$ cat src/rtl/kmul_pkg.sv
// kmul_pkg: shared constants, half-width helper and stage payload types for
// karatsuba_mul_pipe.
// Optional macro KARATSUBA_MUL_SIGNED_EN adds a sign bit to each payload.
// Payload fields are sized for KMUL_MAX_WIDTH, so any even WIDTH from 4 to
// KMUL_MAX_WIDTH uses the same types. Narrower instances zero-extend into the
// fields, and synthesis removes the constant upper bits.
package kmul_pkg;

    localparam int unsigned KMUL_DEFAULT_WIDTH = 16;
    localparam int unsigned KMUL_MAX_WIDTH     = 32;

    // Half operand width H for a given operand width.
    function automatic int unsigned kmul_half(input int unsigned width);
        return width / 2;
    endfunction

    localparam int unsigned KMUL_MAX_H = kmul_half(KMUL_MAX_WIDTH);
    localparam int unsigned KMUL_PW    = 2 * KMUL_MAX_H;       // p1 / p0 width
    localparam int unsigned KMUL_MW    = 2 * KMUL_MAX_H + 2;   // pm width

    // S1 payload: split operands plus the half sums.
    typedef struct packed {
        logic [KMUL_MAX_H-1:0] a1;
        logic [KMUL_MAX_H-1:0] a0;
        logic [KMUL_MAX_H-1:0] b1;
        logic [KMUL_MAX_H-1:0] b0;
        logic [KMUL_MAX_H:0]   sa;
        logic [KMUL_MAX_H:0]   sb;
`ifdef KARATSUBA_MUL_SIGNED_EN
        logic                  sgn;
`endif
    } s1_t;

    // S2 payload: the three partial products.
    typedef struct packed {
        logic [KMUL_PW-1:0] p1;
        logic [KMUL_PW-1:0] p0;
        logic [KMUL_MW-1:0] pm;
`ifdef KARATSUBA_MUL_SIGNED_EN
        logic               sgn;
`endif
    } s2_t;

endpackage

$ cat src/rtl/karatsuba_recombine.sv
// karatsuba_recombine: combinational Karatsuba recombination
//   sum = (p1 << WIDTH) + ((pm - p1 - p0) << H) + p0
// All intermediates are 2*WIDTH+2 bits wide. The sum is truncated to
// 2*WIDTH bits only at the end, so the middle term is never cut short.
// Ports: p1, p0 (2H bits), pm (2H+2 bits) in; sum (2*WIDTH bits) out.
module karatsuba_recombine
    import kmul_pkg::*;
#(
    parameter int unsigned WIDTH = KMUL_DEFAULT_WIDTH
) (
    input  logic [2*kmul_half(WIDTH)-1:0]   p1,
    input  logic [2*kmul_half(WIDTH)-1:0]   p0,
    input  logic [2*kmul_half(WIDTH)+1:0]   pm,
    output logic [2*WIDTH-1:0]              sum
);

    localparam int unsigned H  = kmul_half(WIDTH);
    localparam int unsigned IW = 2 * WIDTH + 2;

    logic [IW-1:0] mid;
    logic [IW-1:0] acc;

    // The middle term is non-negative, so the modular subtraction is exact.
    always_comb begin
        mid = IW'(pm) - IW'(p1) - IW'(p0);
        acc = (IW'(p1) << WIDTH) + (mid << H) + IW'(p0);
        sum = (2*WIDTH)'(acc);
    end

endmodule

$ cat src/rtl/karatsuba_mul_pipe.sv
// karatsuba_mul_pipe: 3-stage Karatsuba multiplier with a valid/ready stream
// interface on both sides.
//   S1: split operands and half sums; S2: p1, p0, pm; S3: recombined result.
// Ports: clk, rst (synchronous, active high), in_valid/in_ready/a/b (input
// stream), out_valid/out_ready/result (output stream, result = a*b).
// Optional macro KARATSUBA_MUL_SIGNED_EN: the operands are two's complement.
// The pipeline multiplies magnitudes, and S3 applies the sign.
// WIDTH must be even and no larger than KMUL_MAX_WIDTH.
module karatsuba_mul_pipe
    import kmul_pkg::*;
#(
    parameter int unsigned WIDTH = KMUL_DEFAULT_WIDTH
) (
    input  logic                 clk,
    input  logic                 rst,
    input  logic                 in_valid,
    output logic                 in_ready,
    input  logic [WIDTH-1:0]     a,
    input  logic [WIDTH-1:0]     b,
    output logic                 out_valid,
    input  logic                 out_ready,
    output logic [2*WIDTH-1:0]   result
);

    localparam int unsigned H  = kmul_half(WIDTH);
    localparam int unsigned RW = 2 * WIDTH;
    localparam int unsigned MH = KMUL_MAX_H;

    logic             adv;
    logic             v1;
    logic             v2;
    logic [WIDTH-1:0] mag_a;
    logic [WIDTH-1:0] mag_b;
    s1_t              s1_d;
    s1_t              s1_q;
    s2_t              s2_d;
    s2_t              s2_q;
    logic [RW-1:0]    sum;
    logic [RW-1:0]    res_d;

    // All stages move together. Any free slot at the output lets them advance.
    assign adv      = !out_valid || out_ready;
    assign in_ready = adv;

    // Operand magnitudes. Negating the most negative value gives 2^(WIDTH-1),
    // and that value still fits as an unsigned WIDTH-bit number.
    always_comb begin
`ifdef KARATSUBA_MUL_SIGNED_EN
        mag_a = a[WIDTH-1] ? WIDTH'(-a) : a;
        mag_b = b[WIDTH-1] ? WIDTH'(-b) : b;
`else
        mag_a = a;
        mag_b = b;
`endif
    end

    // S1 next: halves plus their (H+1)-bit sums.
    always_comb begin
        s1_d    = '0;
        s1_d.a1 = MH'(mag_a[WIDTH-1:H]);
        s1_d.a0 = MH'(mag_a[H-1:0]);
        s1_d.b1 = MH'(mag_b[WIDTH-1:H]);
        s1_d.b0 = MH'(mag_b[H-1:0]);
        s1_d.sa = (MH+1)'(mag_a[WIDTH-1:H]) + (MH+1)'(mag_a[H-1:0]);
        s1_d.sb = (MH+1)'(mag_b[WIDTH-1:H]) + (MH+1)'(mag_b[H-1:0]);
`ifdef KARATSUBA_MUL_SIGNED_EN
        s1_d.sgn = a[WIDTH-1] ^ b[WIDTH-1];
`endif
    end

    // S2 next: the three partial products.
    always_comb begin
        s2_d    = '0;
        s2_d.p1 = KMUL_PW'(s1_q.a1) * KMUL_PW'(s1_q.b1);
        s2_d.p0 = KMUL_PW'(s1_q.a0) * KMUL_PW'(s1_q.b0);
        s2_d.pm = KMUL_MW'(s1_q.sa) * KMUL_MW'(s1_q.sb);
`ifdef KARATSUBA_MUL_SIGNED_EN
        s2_d.sgn = s1_q.sgn;
`endif
    end

    karatsuba_recombine #(
        .WIDTH (WIDTH)
    ) u_recombine (
        .p1  ((2*H)'(s2_q.p1)),
        .p0  ((2*H)'(s2_q.p0)),
        .pm  ((2*H+2)'(s2_q.pm)),
        .sum (sum)
    );

    // S3 next: apply the sign carried down from S1.
    always_comb begin
`ifdef KARATSUBA_MUL_SIGNED_EN
        res_d = s2_q.sgn ? RW'(-sum) : sum;
`else
        res_d = sum;
`endif
    end

    // Valid bits and the result register.
    always_ff @(posedge clk) begin
        if (rst) begin
            v1        <= 1'b0;
            v2        <= 1'b0;
            out_valid <= 1'b0;
            result    <= '0;
        end else if (adv) begin
            v1        <= in_valid;
            v2        <= v1;
            out_valid <= v2;
            if (v2) begin
                result <= res_d;
            end
        end
    end

    // Stage payloads. Reset is not needed because the valid bits qualify them.
    always_ff @(posedge clk) begin
        if (adv) begin
            if (in_valid) begin
                s1_q <= s1_d;
            end
            if (v1) begin
                s2_q <= s2_d;
            end
        end
    end

endmodule

$ cat config.mk
export PLATFORM = sky130hd
export DESIGN_NAME = karatsuba_mul_pipe
export DESIGN_NICKNAME = d
export VERILOG_FILES = /design/src/rtl/kmul_pkg.sv /design/src/rtl/karatsuba_recombine.sv /design/src/rtl/karatsuba_mul_pipe.sv
export SDC_FILE = /design/constraint.sdc
export NUM_CORES = 1
export LEC_CHECK = 0
export ABC_AREA = 1
export BUFFER_PORTS_ARGS = -buffer_cell sky130_fd_sc_hd__buf_2
export CAP_MARGIN = 15
export CORE_ASPECT_RATIO = 0.5
export CORE_MARGIN = 3
export CORE_UTILIZATION = 50
export CTS_CLUSTER_SIZE = 8
export DETAILED_ROUTE_END_ITERATION = 8
export PLACE_DENSITY_LB_ADDON = 0.3
export REMOVE_ABC_BUFFERS = 1
export SETUP_SLACK_MARGIN = 0.5
export SYNTH_ARGS = -nofsm -noshare
export SYNTH_HDL_FRONTEND = slang
export SYNTH_SLANG_ARGS = --single-unit
$ cat constraint.sdc
create_clock -name clk -period 6.8 [get_ports clk]
set_clock_uncertainty 0.2 [all_clocks]
set_input_delay 0.34 -clock clk [delete_from_list [all_inputs] [get_ports clk]]
set_output_delay 0.34 -clock clk [all_outputs]
set_load 0.02 [all_outputs]
# Yosys cells after proc, flatten, opt, wreduce, memory -nomap -nowiden
# Cells that the tools add are included.
[op_classes]
n_reduce_logical = 5
mul = 3
add_sub_neg = 6
[op_table]
columns = ["cell", "count"]
rows = [
  ["32-bit by 16-bit adder with 32-bit output", 1],
  ["32-bit adder", 1],
  ["8-bit by 8-bit multiplier with 16-bit output", 2],
  ["24-bit by 16-bit subtractor with 24-bit output", 1],
  ["18-bit by 16-bit subtractor with 19-bit output", 1],
  ["8-bit by 8-bit adder with 9-bit output", 2],
  ["17-bit by 17-bit multiplier with 18-bit output", 1],
  ["2-bit AND reduction", 3],
  ["1-bit zero test", 1],
  ["1-bit logical OR", 1],
]
[word_totals]
ff_bits = 151
output_inout_bits = 34
inputBits = 36
word_cells = 27

# Longest topological paths before layout
# Gate-level depths: netlist (run 1).
[depth]
depth_word = 4
depth_mapped = 34
ltp_nobuf = 34

# Cells and area by module
# From an unflattened synthesis (run 1), not the netlist that was laid out.
[hier_totals]
cells_unflattened = 2010
hier_area_um2 = 15915.3
[by_module_without_submodules]
columns = ["mod", "seq_area_each_um2", "area_each_um2", "cells_per_inst", "instances"]
rows = [
  ["karatsuba_mul_pipe", 3703.6, 12854.8, 1514, 1],
  ["karatsuba_recombine", 0.0, 3060.4, 496, 1],
]

# Least setup slack after synthesis (run 1)
# OpenSTA, ideal clock, no wires.
[synth_path]
kind = "register to register"
start = "register s1_q[7] (netlist bit)"
end = "register s2_q[17] (netlist bit), data pin"
required_time_ps = 6338
setup_time_ps = 262
n_path_buf = 1
period_less_slack_ps = 5229
path_slack_ps = 1571
t_arrival_ps = 4766
stages_incl_launch_ff = 21
cell_sequence = "edfxtp_1 clkbuf_1 nand2_1 fa_1 inv_1 fa_1 ha_1 fa_1 inv_1 fa_1 fa_1 inv_1 ha_1 nand2_1 nor2_1 nand3_1 o2111ai_1 a21boi_0 o21bai_1 a21oi_1 xor2_1"
[synth_rtl]
columns = ["item", "line", "text"]
rows = [
  ["from (decl)", "karatsuba_mul_pipe.sv:35", "s1_t s1_q;"],
  ["from (signal assigned)", "karatsuba_mul_pipe.sv:121", "s1_q <= s1_d;"],
  ["to (signal assigned)", "karatsuba_mul_pipe.sv:124", "s2_q <= s2_d;"],
  ["to (decl)", "karatsuba_mul_pipe.sv:37", "s2_t s2_q;"],
]

==> results of run 1 <==
timing repair:
| action | in CTS | in global routing |
|---|---|---|
| hold buffers | 32 | 0 |
| endpoints found under the hold margin | 32 | 0 |
| buffers inserted | 0 | 0 |
area by class of cell:
type                       instances  share of cell area, %
clock buffer                      17                  2.574
tap                              391                  2.960
multi-input combinational       1185                  56.53
sequential                       135                  22.41
clock inverter                    15                  1.151
inverter                         454                  10.31
timing repair buffer             102                  4.072
worst min-delay path, cell delays in order:
cell	delay, ns
buf_2	0.07
nor2_1	0.08
nand2_1	0.07
a21oi_1	0.05
state kept, by name, summed over array words and instances, names as in the netlist:
signal,count
result,32
s1_q,50
out_valid,1
v2,1
s2_q,50
v1,1
metrics by stage:
| step | cell area (um2) | utilization, % | hold slack [ns] | std cells |
|---|---|---|---|---|
| 3_5_place_dp | 15590 | 53.34 | 0.2553 | 2235 |
| 2_1_floorplan | 14740 | - | 0.2091 | 1774 |
| 3_3_place_gp | 15590 | 53.34 | 0.2542 | 2235 |
| 6_report | 16530 | 56.54 | 0.02237 | 2299 |
| 4_1_cts | 16530 | 56.54 | 0.004074 | 2299 |
| 5_1_grt | 16530 | 56.54 | 0.03000 | 2299 |
cells in the mapped netlist, drive strengths merged:
| cell | count |
|---|---|
| inv | 454 |
| a211oi | 1 |
| o21bai | 7 |
| o21ai | 70 |
| xnor2 | 38 |
| a221oi | 1 |
| nor4 | 2 |
| ha | 206 |
| nand3 | 39 |
| dfxtp | 35 |
| nor2 | 107 |
| a31o | 2 |
| fa | 126 |
| a21boi | 4 |
| o21a | 3 |
| clkbuf | 56 |
| nand2 | 370 |
| a21oi | 107 |
| o2111ai | 2 |
| edfxtp | 100 |
| a31oi | 6 |
| a21o | 9 |
| nand4 | 9 |
| and2 | 2 |
| nand3b | 2 |
| o211ai | 4 |
| o221ai | 1 |
| nor3 | 8 |
| xor2 | 56 |
| buf | 3 |
| or2 | 3 |
kinds of logic (layout without fill, tap and decap cells):
| family | count (synthesis) | count (layout) | share of synthesized area [%] |
|---|---|---|---|
| buffers and inverters | 513 | 588 | 12.89 |
| AOI/OAI and AO/OA | 217 | 217 | 8.049 |
| and+or+nand+nor | 542 | 542 | 14.75 |
| DFF | 135 | 135 | 24.74 |
| adders and majority gates | 332 | 332 | 34.07 |
| xor gates and xnor gates | 94 | 94 | 5.500 |
metal layers:
layer  routed length (um)  track usage [%]
met1                16060            29.86
met2                14530            35.10
met3                 1995            4.989
met4                  517            5.991
met5                    0                0
worst max path at each step:
stage / endpoint / slack, ns / cells past startpoint
after floorplan: s2_q[17] / 1.68 / 19
after global placement: s2_q[17] / 1.47 / 19
after detailed placement: s2_q[17] / 1.34 / 19
after CTS: s2_q[17] / 1.33 / 19
after global routing: s2_q[17] / 0.94 / 19
final: s2_q[17] / 1.31 / 19
==> metrics.txt, run 1 <==
top cells by area, synth=edfxtp_1 20%, ha_1 17%, fa_1 17%; max-capacitance violation count=0; drt first pass iters=5; final WL=33.10 mm; R2R setup slack=1.31 ns; sequential area share after synthesis=24.74%; TritonCTS clock tree=done; Yosys Warn Count=0; Crit path max-delay family=adder cells; maximum clock rate=182.3 MHz; fin nets=2263; Hold Crit Class=in -> reg; Max clock buf depth=2; Via density=4.982; largest net degree at the start of global routing=51; CP startpoint=s1_q[7]; startpoint types=register; starting density of the core=51.21%; routed wire length per instance=14.40 um; first-pass GRT wire length=55.48 mm; WHS Endpoint=v2; hold depth=4; Slew headroom=30.71%; GRT overflow=0; RePlAce Congestion=0.9150; antenna violations before repair=2; H-tree Lvls=4; fillcell total=2648; DR iter-0 viols=691; kind of critical path=reg -> reg; clk root buf=clkbuf_16; crit-path max FO=9; Die H=128.4 um; Worst Reg-to-Reg Cells=19; setup TNS=0 ns; commonest non-fill, non-tap cell in the layout=inv_1; Period minus WS final=5.487 ns; capturing point of the worst reg2reg path=s2_q[17]; Detail Route Antenna Nets=0; Largest stage delay, worst path=0.55 ns; Buffers on Ports=69; Core Area=29230 um2; clk slew on worst S/H paths=0.06 ns; P&R area growth vs syn=10.42%; Yosys reg bits=135; Critical Path RT=6.78 ns; RSZ-0062 raised after global routing=false; GRT Total Usage=21.78%; DP HPWL=26.82 mm; Core Rows=44; die width=250.7 um; Post-Synthesis Cells=1833; post-synth top area share=20.06%; DP Worst Slack=1.339 ns; io pins=70; mapped cell area=14970 um2; sequential standard cell area=3704 um2; average size of a mapped cell=8.167 um2; crit-path cells=nand2_1 > fa_1 > inv_1 > fa_1 > ha_1 > fa_1 > inv_1 > fa_1 > fa_1 > inv_1 > ha_1 > nand2_1 > nor2_1 > nand3_1 > o2111ai_1 > a21boi_0 > o21bai_1 > a21oi_1 > xor2_1; total CTS buffers=17; Clk Latency, worst-skew pair=0.45 ns; period utilization=80.69%; status=complete, no violations; Ant. Diodes=0; leading area contributor after synthesis=edfxtp_1; Distinct cells, synth=42; final worst setup slack=1.313 ns; crit-path most repeated cell=fa_1; Final Max Tran Viols=0; worst flop-to-flop path startpoint=s1_q[7]; # setup viols final=0; vias in the first global route=11280; CTS resizes=0; Clock Sinks=135; footprint of the multi-input gates=9344 um2; hold_sp=out_ready; Worst Path Arrival=5.47 ns; drt drc=0; share of cells above drive strength 1=6.761%; most frequent cells in the layout=449 x inv_1, 363 x nand2_1, 206 x ha_1, 126 x fa_1, 105 x a21oi_1; slowest CP cell=fa_1; routed vias=11450; Bufs and invs on worst path=3; worst-margin pin slew=1.038 ns; Worst setup EP type=register; Final Hold Viols=0; Die ar.=32180 um2
Power of run 1 is not shown: default switching activity piles up to over one toggle a cycle in this logic, so the estimate is an artifact.
==> inputs of run 2 (changes only) <==
==> constraint.sdc (replaced) <==
create_clock -name clk -period 4.5 [get_ports clk]
set_clock_uncertainty 0.2 [all_clocks]
set_input_delay 0.225 -clock clk [delete_from_list [all_inputs] [get_ports clk]]
set_output_delay 0.225 -clock clk [all_outputs]
set_load 0.02 [all_outputs]
==> run 2 against run 1 <==
The flow now finishes with violations (setup timing). Cell count grew 15%. Count of clock-buffer cells in the layout grew 1. First-iteration DRC count grew 33%. Cell area grew 30%. Die area is the same. Non-clock buffer count grew 343. Global-route usage grew 3.5 points. Critical path depth grew 13. Maximum frequency grew 7.8%. Largest cell class unchanged.
==> metrics.txt, run 2 (synthesized netlist as in run 1, its figures left out) <==
RSZ-0062 raised after global routing=true; TritonCTS clock tree=done; hold_sp=v1; Worst Path Arrival=5.30 ns (-0.17 ns); Hold Crit Class=reg -> reg; share of cells above drive strength 1=36.96% (+30 points); maximum clock rate=196.5 MHz (+7.8%); Worst setup EP type=register; drt first pass iters=7 (+2); Largest regs=s1_q (50), s2_q (50), result (32); worst flop-to-flop path startpoint=s2_q[67]; sequential standard cell area=3704 um2 (unchanged); vias in the first global route=13420 (+19%); Clk Latency, worst-skew pair=0.46 ns (about the same); Clock Sinks=135 (unchanged); Final Hold Viols=0 (unchanged); worst-margin pin slew=1.053 ns (+0.01557 ns); startpoint types=register; GRT overflow=0 (unchanged); Finished Layout Cells=2642 (+15%); H-tree Lvls=4 (unchanged); die width=250.7 um (unchanged); commonest non-fill, non-tap cell in the layout=inv_1; Core Rows=44 (unchanged); slowest CP cell=edfxtp_1; CP startpoint=s2_q[67]; RePlAce Congestion=0.9468 (+3.5%); # setup viols final=25 (+25); fillcell total=1863 (-30%); routed vias=13900 (+21%); Ant. Diodes=0 (unchanged); Die H=128.4 um (unchanged); period utilization=113.1% (+32 points); failing checks=setup timing; DP HPWL=28.42 mm (+6.0%); Die ar.=32180 um2 (unchanged); Via density=5.263 (+5.6%); crit-path max FO=4 (-5); max-capacitance violation count=0 (unchanged); starting density of the core=51.21% (unchanged); most frequent cells in the layout=402 x inv_1, 289 x nand2_1, 248 x buf_4, 150 x ha_1, 109 x fa_1; post-layout util=73.37% (+17 points); Period minus WS final=5.089 ns (-0.3978 ns); Core Area=29230 um2 (unchanged); Largest stage delay, worst path=0.44 ns (-0.11 ns); footprint of the multi-input gates=11350 um2 (+21%); drt drc=0 (unchanged); DR iter-0 viols=918 (+33%); Max clock buf depth=2 (unchanged); routed wire length per instance=17.39 um (+21%); Critical Path RT=4.71 ns (-2.07 ns); fin nets=2606 (+15%); largest net degree at the start of global routing=51 (unchanged); final worst setup slack=-0.5888 ns (-1.902 ns); crit-path most repeated cell=nand2_1; Slew headroom=29.67% (-1.0 points); clk slew on worst S/H paths=0.07 ns (about the same); kind of critical path=reg -> reg; P&R area growth vs syn=43.29%; first-pass GRT wire length=64.64 mm (+17%); total CTS buffers=17 (unchanged); placed instance count=2456 (+9.9%); GRT Total Usage=25.29% (+3.5 points); Detail Route Antenna Nets=0 (unchanged); io pins=70 (unchanged); Final Max Tran Viols=0 (unchanged); antenna violations before repair=1 (-1); status=finished with violations; final WL=45.94 mm (+39%); Buffers on Ports=69 (unchanged); clk root buf=clkbuf_16
==> run 2: area by class of cell <==
cell class	instances	area share (%)
Tap cell	391	2.281
Clock buffer	18	2.001
Sequential cell	135	17.27
Multi-Input combinational cell	1185	52.93
Inverter	454	7.980
Clock inverter	14	0.6650
Timing Repair Buffer	445	16.88
==> run 2: stage by stage <==
stage	setup TNS [ns]	hold WS, ns	worst slack, ns	instance area (um2)
floorplan	-2.609	0.09407	-0.6195	14740
global placement	-7.542	0.2235	-0.6160	17270
detailed placement	-8.248	0.2235	-0.6944	17270
CTS	-3.132	0.2668	-0.5106	20180
global route	-12.98	0.2825	-0.7640	21450
finish	-8.259	0.2697	-0.5888	21450
==> run 2: worst paths after layout <==
path | end | slack (ns) | cells past startpoint
max reg2reg | result[31] | -0.59 | 32
max | result[31] | -0.59 | 32
min | v1 | 0.27 | 2
min reg2reg | v1 | 0.27 | 2
==> run 2: what timing repair did <==
item,4_1_cts,5_1_grt
gates resized for setup,321,244
setup endpoints to repair,46,51
hold buffers,36,0
pin swaps,239,158
gates cloned,0,0
buffers inserted,82,36
hold endpoints to repair,39,0
==> run 2: metal layers <==
layer	share of wire (%)	routed length [um]	GRT usage (%)	up-vias
li1	-	-	-	6455
met1	40	18370	31.62	6663
met2	49	22600	44.15	588
met3	6.3	2883	5.070	196
met4	4.5	2070	9.106	2
met5	0.050	23	0	-
==> run 2: worst max-delay path, delay by kind of cell (launching register included) <==
| family | cells | cell delay [ns] |
|---|---|---|
| xor+xnor | 1 | 0.24 |
| simple gates | 16 | 1.73 |
| flops | 1 | 0.44 |
| compound gates | 7 | 1.17 |
| buf+inv | 5 | 0.45 |
| fa+ha+maj | 3 | 0.80 |
Power of run 2 is left out for the same reason.
==> inputs of run 3 (changes only) <==
--- a/config.mk
+++ b/config.mk
@@ -15,7 +15,7 @@
 export DETAILED_ROUTE_END_ITERATION = 8
 export PLACE_DENSITY_LB_ADDON = 0.3
 export REMOVE_ABC_BUFFERS = 1
-export SETUP_SLACK_MARGIN = 0.5
+export SETUP_SLACK_MARGIN = 0.05
 export SYNTH_ARGS = -nofsm -noshare
 export SYNTH_HDL_FRONTEND = slang
 export SYNTH_SLANG_ARGS = --single-unit
==> run 3 against run 2 <==
The run still ends with setup timing left. Register-to-register slack lost 0.05 ns. Routed wire length shrank 2.9%. Critical path depth is 1 lower. Die area is the same. Utilization shrank 1.4 points. Sequential share of layout area up 0.32 points. First-iteration DRC count decreased by 15%. Global-route usage is 0.82 points lower. Highest routed layer is now met4. Count of clock-buffer cells in the layout stayed put. Maximum frequency fell by 0.96%. Non-clock buffer count shrank 28.
==> metrics.txt, run 3 (synthesized netlist as in run 1, its figures left out) <==
TritonCTS clock tree=done; RSZ-0062 raised after global routing=true; hold depth=2 (unchanged); max-capacitance violation count=0 (unchanged); vias in the first global route=13150 (-2.0%); commonest non-fill, non-tap cell in the layout=inv_1; starting density of the core=51.21% (unchanged); Max clock buf depth=2 (unchanged); Clock Sinks=135 (unchanged); Core Area=29230 um2 (unchanged); Via density=5.238 (-0.46%); Worst Reg-to-Reg Cells=31 (-3.1%); Detail Route Antenna Nets=0 (unchanged); Critical Path RT=4.66 ns (-0.05 ns); worst-margin pin slew=1.050 ns (-0.002917 ns); H-tree Lvls=4 (unchanged); largest net degree at the start of global routing=51 (unchanged); kind of critical path=reg -> reg; Buffers on Ports=69 (unchanged); DR iter-0 viols=778 (-15%); antenna violations before repair=2 (+1); Worst Path Arrival=5.29 ns (about the same); maximum clock rate=194.6 MHz (-0.96%); slowest CP cell=edfxtp_1; clk slew on worst S/H paths=0.06 ns (about the same); Die ar.=32180 um2 (unchanged); first-pass GRT wire length=62.65 mm (-3.1%); io pins=70 (unchanged); most frequent cells in the layout=416 x inv_1, 289 x nand2_1, 264 x buf_4, 153 x ha_1, 116 x fa_1; Final Hold Viols=0 (unchanged); final worst setup slack=-0.6383 ns (-0.04956 ns); GRT Total Usage=24.47% (-0.82 points); drt first pass iters=6 (-1); # setup viols final=22 (-12%); final instance area=21050 um2 (-1.8%); Slew headroom=29.87% (+0.19 points); status=finished with violations; crit-path max FO=4 (unchanged); Largest regs=s1_q (50), s2_q (50), result (32); RePlAce Congestion=0.9468 (unchanged); Die H=128.4 um (unchanged); drt drc=0 (unchanged); Clk Latency, worst-skew pair=0.45 ns (about the same); Final Max Tran Viols=0 (unchanged); final WL=44.62 mm (-2.9%); routed wire length per instance=17.06 um (-1.9%); fillcell total=1955 (+4.9%); dpl cell area=17270 um2 (unchanged); Worst setup EP type=register; startpoint types=register; total CTS buffers=17 (unchanged); P&R area growth vs syn=40.65%; GRT overflow=0 (unchanged); clk root buf=clkbuf_16; fin nets=2578 (-1.1%); routed vias=13700 (-1.5%); DP HPWL=28.42 mm (unchanged); die width=250.7 um (unchanged); Period minus WS final=5.138 ns (+0.04956 ns); Largest stage delay, worst path=0.44 ns (about the same); Hold Crit Class=reg -> reg; failing checks=setup timing; Core Rows=44 (unchanged); crit-path most repeated cell=nand2_2; DP Worst Slack=-0.6944 ns (unchanged); period utilization=114.2% (+1.1 points); share of cells above drive strength 1=34.41% (-2.5 points)
==> run 3: cell types whose count changed in the layout (fill, tap and decap cells not counted), moves of 4 or more <==
cell / before / now
a21oi_4: 9 / 14
o21ai_1: 21 / 17
inv_1: 402 / 416
ha_2: 8 / 4
buf_6: 90 / 47
o21ai_0: 25 / 30
a21oi_2: 49 / 38
nor2_1: 74 / 80
a21oi_1: 49 / 55
inv_2: 49 / 36
buf_4: 248 / 264
fa_1: 109 / 116
fa_2: 17 / 10
==> run 3: worst paths after layout <==
check               endpoint     start  slack, ns
setup / recovery  result[31]  s2_q[66]      -0.64
hold / removal            v1        v1       0.27
setup reg to reg  result[31]  s2_q[66]      -0.64
hold reg to reg           v1        v1       0.27
==> run 3: final cells by class <==
type	instances	area, um2	area share [%]
tap	391	489.2	2.324
antenna	1	2.502	0.01189
clock buffer	18	429.2	2.038
inverter	454	1709	8.118
clock inverter	14	142.6	0.6775
timing repair buffer	417	3237	15.37
multi-input combinational	1185	11340	53.87
sequential	135	3704	17.59
==> run 3: worst max-delay path: cells and delay by family (launching register included) <==
family	cells	cell delay (ns)
flops	1	0.44
buf+inv	5	0.44
compound gates	5	0.84
simple gates	15	1.60
fa+ha+maj	4	1.18
xor+xnor	2	0.34
==> run 3: per-stage QoR <==
stage / setup TNS [ns] / hold slack, ns / std cells / util [%]
after floorplan: -2.609 / 0.09407 / 1774 / -
after global placement: -7.542 / 0.2235 / 2456 / 59.06
after detailed placement: -8.248 / 0.2235 / 2456 / 59.06
after CTS: -2.868 / 0.2668 / 2572 / 66.68
after global routing: -12.13 / 0.2825 / 2615 / 72.02
final: -8.028 / 0.2687 / 2615 / 72.02
==> run 3: routing by layer <==
metal / vias to the layer above / global-route usage [%] / part of all wire, %
met4: 0 / 8.285 / 4.3
met1: 6551 / 30.76 / 41
met2: 558 / 42.40 / 48
met3: 193 / 5.373 / 6.2
li1: 6396 / - / -
met5: - / 0 / 0
==> run 3: repair_timing <==
action                                  4_1_cts  5_1_grt
resized for setup                           209      276
hold buffers                                 36        0
setup buffers                                55       51
pin swaps                                   193      173
gates cloned                                  0        0
endpoints found under the hold margin        39        0
endpoints found under the setup margin       29       35
Power of run 3 is left out for the same reason.
